### config.mk
export PLATFORM = sky130hd
export DESIGN_NAME = logic_sweep
export DESIGN_NICKNAME = d
export VERILOG_FILES = /design/src/rtl/logic_sweep_pkg.sv /design/src/rtl/logic_sweep_core.sv /design/src/rtl/logic_sweep.sv
export SDC_FILE = /design/constraint.sdc
export NUM_CORES = 1
export LEC_CHECK = 0
export ABC_AREA = 1
export BUFFER_PORTS_ARGS = -buffer_cell sky130_fd_sc_hd__buf_2
export CORE_ASPECT_RATIO = 1.5
export CORE_UTILIZATION = 38
export CTS_CLUSTER_DIAMETER = 200
export DETAILED_ROUTE_END_ITERATION = 10
export PLACE_DENSITY = 0.57
export SYNTH_ARGS = -nofsm -noshare
export SYNTH_HDL_FRONTEND = slang
export SYNTH_SLANG_ARGS = --single-unit
### constraint.sdc
create_clock -name clk -period 6.05 [get_ports clk]
set_clock_uncertainty 0.2 [all_clocks]
set_input_delay 0.605 -clock clk [delete_from_list [all_inputs] [get_ports clk]]
set_output_delay 0.605 -clock clk [all_outputs]
set_load 0.02 [all_outputs]
### src/rtl/logic_sweep_pkg.sv
// Shared types for the logic_sweep slice: function-select codes and FSM states.
package logic_sweep_pkg;

  typedef enum logic [2:0] {
    F_AND  = 3'd0,
    F_OR   = 3'd1,
    F_INH  = 3'd2,
    F_XOR  = 3'd3,
    F_NAND = 3'd4,
    F_NOR  = 3'd5,
    F_XNOR = 3'd6,
    F_ANDN = 3'd7
  } func_t;

  typedef enum logic [1:0] {
    IDLE = 2'd0,
    RUN  = 2'd1,
    DONE = 2'd2
  } state_t;

endpackage

### src/rtl/logic_sweep_core.sv
// Bitwise two-operand evaluator: direct gate path plus an optional NAND-only path.
// The NAND-only path exists only when LOGIC_SWEEP_CHECK_EN is defined.
module logic_sweep_core
  import logic_sweep_pkg::*;
#(
  parameter int unsigned WIDTH = 4
) (
  input  logic [WIDTH-1:0] a,
  input  logic [WIDTH-1:0] b,
  input  func_t            func,
  output logic [WIDTH-1:0] s_gate,
  output logic [WIDTH-1:0] s_expr
);

  always_comb begin
    s_gate = '0;
    case (func)
      F_AND:   s_gate = a & b;
      F_OR:    s_gate = a | b;
      F_INH:   s_gate = ~a & b;
      F_XOR:   s_gate = a ^ b;
      F_NAND:  s_gate = ~(a & b);
      F_NOR:   s_gate = ~(a | b);
      F_XNOR:  s_gate = ~(a ^ b);
      F_ANDN:  s_gate = a & ~b;
      default: s_gate = '0;
    endcase
  end

`ifdef LOGIC_SWEEP_CHECK_EN
  function automatic logic [WIDTH-1:0] nd(input logic [WIDTH-1:0] x, input logic [WIDTH-1:0] y);
    return ~(x & y);
  endfunction

  logic [WIDTH-1:0] nab, na, nb, t_and, t_or, t_xor, t_inh, t_andn;

  // Every function rebuilt from two-input NANDs only
  always_comb begin
    nab    = nd(a, b);
    na     = nd(a, a);
    nb     = nd(b, b);
    t_and  = nd(nab, nab);
    t_or   = nd(na, nb);
    t_xor  = nd(nd(a, nab), nd(b, nab));
    t_inh  = nd(nd(na, b), nd(na, b));
    t_andn = nd(nd(a, nb), nd(a, nb));
    s_expr = '0;
    case (func)
      F_AND:   s_expr = t_and;
      F_OR:    s_expr = t_or;
      F_INH:   s_expr = t_inh;
      F_XOR:   s_expr = t_xor;
      F_NAND:  s_expr = nab;
      F_NOR:   s_expr = nd(t_or, t_or);
      F_XNOR:  s_expr = nd(t_xor, t_xor);
      F_ANDN:  s_expr = t_andn;
      default: s_expr = '0;
    endcase
  end
`else
  assign s_expr = '0;
`endif

endmodule

### src/rtl/logic_sweep.sv
// Sweeps all (a,b) operand pairs through a selected bitwise function over valid/ready.
// LOGIC_SWEEP_CHECK_EN adds a cross-check path driving mismatch and err_count.
module logic_sweep
  import logic_sweep_pkg::*;
#(
  parameter int unsigned WIDTH = 4,
  parameter int unsigned CNT_W = 16
) (
  input  logic             clk,
  input  logic             rst,
  input  logic             start,
  input  logic             abort,
  input  logic [2:0]       func,
  input  logic             out_ready,
  output logic             out_valid,
  output logic [WIDTH-1:0] out_a,
  output logic [WIDTH-1:0] out_b,
  output logic [WIDTH-1:0] out_s,
  output logic             mismatch,
  output logic [CNT_W-1:0] err_count,
  output logic             busy,
  output logic             done
);

  localparam int unsigned MW = 2 * WIDTH;

  state_t           state, state_d;
  func_t            func_q, func_d;
  logic [MW-1:0]    m, m_d;
  logic [WIDTH-1:0] a_d, b_d, s_d, s_gate, s_expr;
  logic [CNT_W-1:0] err_d;
  logic             valid_d, done_d, busy_d, mis_d, mis_c, load;

  assign a_d = m_d[MW-1:WIDTH];
  assign b_d = m_d[WIDTH-1:0];

  logic_sweep_core #(.WIDTH(WIDTH)) u_core (
    .a      (a_d),
    .b      (b_d),
    .func   (func_d),
    .s_gate (s_gate),
    .s_expr (s_expr)
  );

`ifdef LOGIC_SWEEP_CHECK_EN
  assign mis_c = (s_gate != s_expr);
`else
  logic unused_expr;
  assign unused_expr = ^s_expr;
  assign mis_c       = 1'b0;
`endif

  // Next state, minterm counter and error count
  always_comb begin
    state_d = state;
    m_d     = m;
    func_d  = func_q;
    valid_d = out_valid;
    done_d  = 1'b0;
    load    = 1'b0;
    err_d   = err_count;
    case (state)
      IDLE: begin
        if (start) begin
          state_d = RUN;
          m_d     = '0;
          func_d  = func_t'(func);
          valid_d = 1'b1;
          load    = 1'b1;
          err_d   = '0;
        end
      end
      RUN: begin
        if (abort) begin
          state_d = IDLE;
          valid_d = 1'b0;
        end else if (out_ready) begin
          if (mismatch && (err_count != '1)) err_d = err_count + CNT_W'(1);
          if (m == '1) begin
            state_d = DONE;
            valid_d = 1'b0;
            done_d  = 1'b1;
          end else begin
            m_d  = m + MW'(1);
            load = 1'b1;
          end
        end
      end
      DONE:    state_d = IDLE;
      default: state_d = IDLE;
    endcase
  end

  // Result and mismatch only move when a new vector is loaded
  always_comb begin
    s_d   = out_s;
    mis_d = valid_d ? mismatch : 1'b0;
    if (load) begin
      s_d   = s_gate;
      mis_d = mis_c;
    end
  end

  assign busy_d = (state_d != IDLE);

  always_ff @(posedge clk or posedge rst) begin
    if (rst) begin
      state     <= IDLE;
      func_q    <= F_AND;
      m         <= '0;
      out_valid <= 1'b0;
      out_a     <= '0;
      out_b     <= '0;
      out_s     <= '0;
      mismatch  <= 1'b0;
      err_count <= '0;
      busy      <= 1'b0;
      done      <= 1'b0;
    end else begin
      state     <= state_d;
      func_q    <= func_d;
      m         <= m_d;
      out_valid <= valid_d;
      out_a     <= a_d;
      out_b     <= b_d;
      out_s     <= s_d;
      mismatch  <= mis_d;
      err_count <= err_d;
      busy      <= busy_d;
      done      <= done_d;
    end
  end

endmodule

==> metrics.csv, run 1 <==
metric,value,unit
place_congestion,0.794,
maxSlewViolCount,0,
cts_sinks,36,
syn_nets,312,
h-tree-depth,2,
avgRoutedWirePerCell,11.8,um
placed_area,2480,um^2
crit_type,flop to flop,
use_met2,33.3,%
max_freq,368,MHz
r2r_slack,3330,ps
grtUsageMet1,16.8,%
grt_pass1_wl,7940,um
clk_pin_slew,70,ps
ys_ff_latch,36,
p_clk_share,25.8,%
hpwl,3630,um
vias_per_cell,4.54,
switching_power,0.000258,W
critPathCaptureType,flop,
period_share,44.9,%
drv_cap,0,
cts_setup_buffers,0,
ys_warn_count,0,
power_leakage,1.50,nW
layout_min_cycle_time,2720,ps
p_int,0.000442,W
worstPathRequired,6030,ps
crit_fanout,4,
met3_usage,2.99,%
drtIter0Drc,45,
drt_pre_antenna_iters,5,
detail-route-antenna-nets,0,
die_area,6160,um^2
rsz0062_at_grt,false,
hold_path_class,input port to async pin,
drive_above_1_share,22.5,%
fin_area,2570,um^2
startpoint_type,flop,
final_cell_mix,"nand2_1, inv_1, buf_2",
final_common_cell,nand2_1,
finalHoldViolCount,0,
die_y,95.6,um
powerDensity,272,nW/um^2
grt_max_degree,37,
whs,220,ps
cts_inserted_buffers,5,
cp.arrival,2690,ps
grt_usage,16.9,%
nets,354,
sw_frac_of_total,36.8,%
synth-seq-area-share,40.6,%
pwr-share-seq,40.6,%
port_buffers,38,
routed_wl,4700,um
core_area,5530,um^2
status,"complete, no violations",
grt_busiest_layer,met2,
fp-row-count,33,
avgSynthCellArea,7.73,um^2
vdd_drop_max,0.0760,mV
worstSkewPairLatency,280,ps
cts_tree,built,
hold_buffers,0,
comb_power_share,33.6,%
num_antenna_cells,0,
root_buffer,clkbuf_8,
syn_area,2220,um^2
syn_inst,287,
start_util,40.1,%
cts_resized,0,
vias,1810,
syn_to_final_growth,15.9,%
grt_pass1_vias,1790,
pin_count,40,
antenna_found_initial,0,
max-clock-path-buffers,2,
overflow,0,
finalSetupViolCount,0,
drc_errors,0,
die_x,64.4,um
total_power,0.000700,W
ys_types,31,
fin_tns_setup,0,ps
-- metrics by stage --
stage	cells	setup WS, ps	utilization (%)
4_1_cts	399	3310	46.5
3_3_place_gp	392	3320	44.8
3_5_place_dp	392	3320	44.8
6_report	399	3330	46.5
2_1_floorplan	287	3510	-
5_1_grt	399	3080	46.5
-- worst max-delay path, cell delays in order, from the launching register on --
cell	delay [ps]
dfrtp_1	400
ha_1	220
nand3_1	100
nor2_1	190
nand3_1	180
nand2_1	140
inv_1	60
nand2_1	60
o211ai_1	70
nand2_1	140
inv_1	80
ha_1	290
inv_1	40
nand4_1	80
nand2_1	60
nor2_1	90
nand2_1	70
nand2_1	80
nand2_1	50
-- per-layer routing --
layer  vias to the layer above  share of wire (%)
met3                         9                3.7
li1                        940                  -
met5                         -                  0
met1                       827                 40
met4                         0                2.1
met2                        34                 54
-- power by group through the flow --
stage | logic (W) | registers, W | clock network [W]
after floorplan | 0.000153 | 0.000313 | 0
after global placement | 0.000236 | 0.000289 | 0
after detailed placement | 0.000237 | 0.000289 | 0
after CTS | 0.000239 | 0.000285 | 0.000189
after global routing | 0.000264 | 0.000288 | 0.000199
final | 0.000235 | 0.000285 | 0.000181
-- registers in the layout, summed over array words and instances (netlist names) --
name,count
busy,1
out_s,4
m,8
func_q,3
out_valid,1
state,2
done,1
err_count,16
-- final cells by class --
type                    instances  area [um^2]
inverters                      57          214
flip-flops and latches         36          901
well taps                      70         87.6
repair buffers                 39          198
multi-input cells             190         1080
fillers                       580         2960
clock buffers                   7         96.3
-- path summary, 6_finish.rpt --
path	from	depth (start not counted)	to
max in group asynchronous	rst	3	func_q[0]
min reg2reg	out_s[3]	2	out_s[3]
max reg2reg	m[1]	18	out_s[3]
max	m[1]	18	out_s[3]
min	rst	3	out_s[1]
min in group clk	out_s[3]	2	out_s[3]
-- Yosys cell counts, drive strengths merged --
cell type | number | share of area (%)
nand4 | 1 | 0.28
ha | 17 | 9.6
conb | 1 | 0.17
nor3 | 2 | 0.68
nand3 | 22 | 5.4
xor2 | 2 | 0.79
o211ai | 1 | 0.34
or2 | 1 | 0.28
nor2 | 43 | 9.6
nand3b | 1 | 0.34
a22oi | 1 | 0.34
a21oi | 5 | 1.1
a22o | 1 | 0.39
nand2 | 86 | 17
dfrtp | 36 | 41
buf | 4 | 1.3
o21ai | 4 | 0.90
o21a | 1 | 0.34
a31o | 1 | 0.39
inv | 57 | 9.6
-- kinds of logic (layout without fill, tap and decap cells) --
logic type | after synthesis | after routing | share of synthesized area (%)
and+or+nand+nor | 156 | 156 | 34.1
buffers and inverters | 61 | 103 | 10.9
DFF | 36 | 36 | 40.6
adders and majority gates | 17 | 17 | 9.58
AOI/OAI and AO/OA | 14 | 14 | 3.83
xor gates and xnor gates | 2 | 2 | 0.789
other | 1 | 1 | 0.169
Note: power is estimated with default switching activity, not from simulation.
==> inputs of run 2 (changes only) <==
Clock period 6.05 ns to 2.5 ns, I/O delays scaled along.
==> metrics.csv, run 2 (synthesis gave the netlist of run 1 again) <==
metric,value,unit,change
status,"complete, no violations",,
crit_type,flop to flop,,
largest_reg_flops,16,,unchanged
cp.arrival,2470,ps,-220 ps
crit_fanout,3,,-1
dp_cells,410,,+4.6%
maxSlewViolCount,0,,unchanged
drive_above_1_share,33.9,%,+11 points
top_register,err_count,,
reg_top3,"err_count (16), m (8), out_s (4)",,
cpMostUsedCell,nand2_1,,
port_buffers,38,,unchanged
drtIter0Drc,49,,+8.9%
powerDensity,635,nW/um^2,+130%
clk_pin_slew,70,ps,about the same
max-clock-path-buffers,2,,unchanged
hpwl,3810,um,+5.0%
sw_frac_of_total,36.3,%,-0.54 points
period_share,99.8,%,+55 points
power_leakage,1.62,nW,+7.8%
worstSkewPairLatency,280,ps,about the same
drt_pre_antenna_iters,4,,-1
h-tree-depth,2,,unchanged
final_common_cell,nand2_1,,
placed_area,2620,um^2,+5.6%
die_area,6160,um^2,unchanged
cts_sinks,36,,unchanged
cts_inserted_buffers,5,,unchanged
root_buffer,clkbuf_8,,
drc_errors,0,,unchanged
die_x,64.4,um,unchanged
die_y,95.6,um,unchanged
p_int,0.00117,W,+160%
crit_chain,"ha_2, nand3_2, nor2_4, nand3_2, xor2_1, nand2_1, a22oi_1, buf_4, inv_1, ha_1, nand2_1, nand2_1, nor2_1, nand2_1, nand2_1, nand2_1",,
drv_cap,0,,unchanged
crit_buf_inv,2,,-1
p_clk_share,27.2,%,+1.4 points
max_stage_delay,360,ps,-40 ps
nets,375,,+5.9%
finalSetupViolCount,0,,unchanged
grt_pass1_vias,1873,,+4.6%
fp-row-count,33,,unchanged
finalHoldViolCount,0,,unchanged
startpoint_type,flop,,
vias_per_cell,4.63,,+2.0%
cp_top_family,simple AND/OR/NAND/NOR gates,,
fin_tns_setup,0,ps,unchanged
comb_power_share,35.4,%,+1.8 points
antenna_found_initial,0,,unchanged
hold_path_class,input port to flop,,
layout_min_cycle_time,2490,ps,-223 ps
num_antenna_cells,0,,unchanged
detail-route-antenna-nets,0,,unchanged
avgRoutedWirePerCell,12.2,um,+3.9%
syn_to_final_growth,30.1,%,
worstPathRequired,2480,ps,-3550 ps
pwr-share-seq,37.4,%,-3.2 points
final_cell_mix,"nand2_1, inv_1, buf_2",,
grt_pass1_wl,8120,um,+2.3%
max_freq,401,MHz,+8.9%
overflow,0,,unchanged
routed_wl,5150,um,+9.6%
fin_cells,421,,+5.5%
grt_usage,17.3,%,+0.37 points
start_util,40.1,%,unchanged
fin_area,2890,um^2,+12%
grt_max_degree,37,,unchanged
switching_power,0.000665,W,+160%
place_congestion,0.851,,+7.3%
pin_count,40,,unchanged
critPathCaptureType,flop,,
vias,1948,,+7.6%
cts_tree,built,,
core_area,5530,um^2,unchanged
rsz0062_at_grt,true,,
crit_slowest_cell,dfrtp_1,,
vdd_drop_max,0.239,mV,+210%
[run 2: worst paths after layout]
kind	slack, ps	startpoint	end	depth (start not counted)
min reg2reg	270	out_s[2]	out_s[2]	2
max reg2reg	6	m[1]	out_s[2]	16
min	130	func[1]	func_q[1]	3
max	6	m[1]	out_s[2]	16
max in group asynchronous	1350	rst	out_s[3]	4
min in group asynchronous	420	rst	m[4]	4
[run 2: area by class of cell]
cell class | count | area, um^2
Multi-Input combinational cell | 190 | 1210
Tap cell | 70 | 87.6
Timing Repair Buffer | 60 | 362
Clock inverter | 2 | 35.0
Fill cell | 544 | 2650
Sequential cell | 36 | 901
Inverter | 57 | 216
Clock buffer | 6 | 72.6
[run 2: worst min-delay path: cells and delay by family]
kind / cells / cell delay, ps
buffers and inverters: 1 / 100
and+or+nand+nor: 2 / 210
[run 2: metal layers]
metal  GRT usage [%]  routed length, um  up-vias
li1                -                  -      982
met5               0                  0        -
met4            10.4                160        0
met1            18.2               2030      905
met2            31.6               2750       46
met3            2.99                216       15
[run 2: per-stage QoR]
stage	total power (W)	utilization, %	hold WS [ps]	setup slack, ps
finish	0.00183	52.2	125	5.66
global route	0.00195	52.2	140	-124
CTS	0.00182	49.5	119	4.94
detailed placement	0.00131	47.3	179	-8.59
global placement	0.00131	47.3	180	16.4
floorplan	0.00113	-	217	16.3
[run 2: repair_timing]
action	4_1_cts	5_1_grt
hold buffers	1	0
gates resized for setup	2	31
hold endpoints to repair	36	0
setup buffers	0	2
setup endpoints to repair	2	4
pin swaps	0	16
[run 2: power groups by stage]
stage                     clock network [W]  registers (W)  logic [W]
after floorplan                           0       0.000758   0.000370
after global placement                    0       0.000692   0.000618
after detailed placement                  0       0.000694   0.000619
after CTS                          0.000515       0.000683   0.000625
after global routing               0.000538       0.000691   0.000719
final                              0.000499       0.000685   0.000648
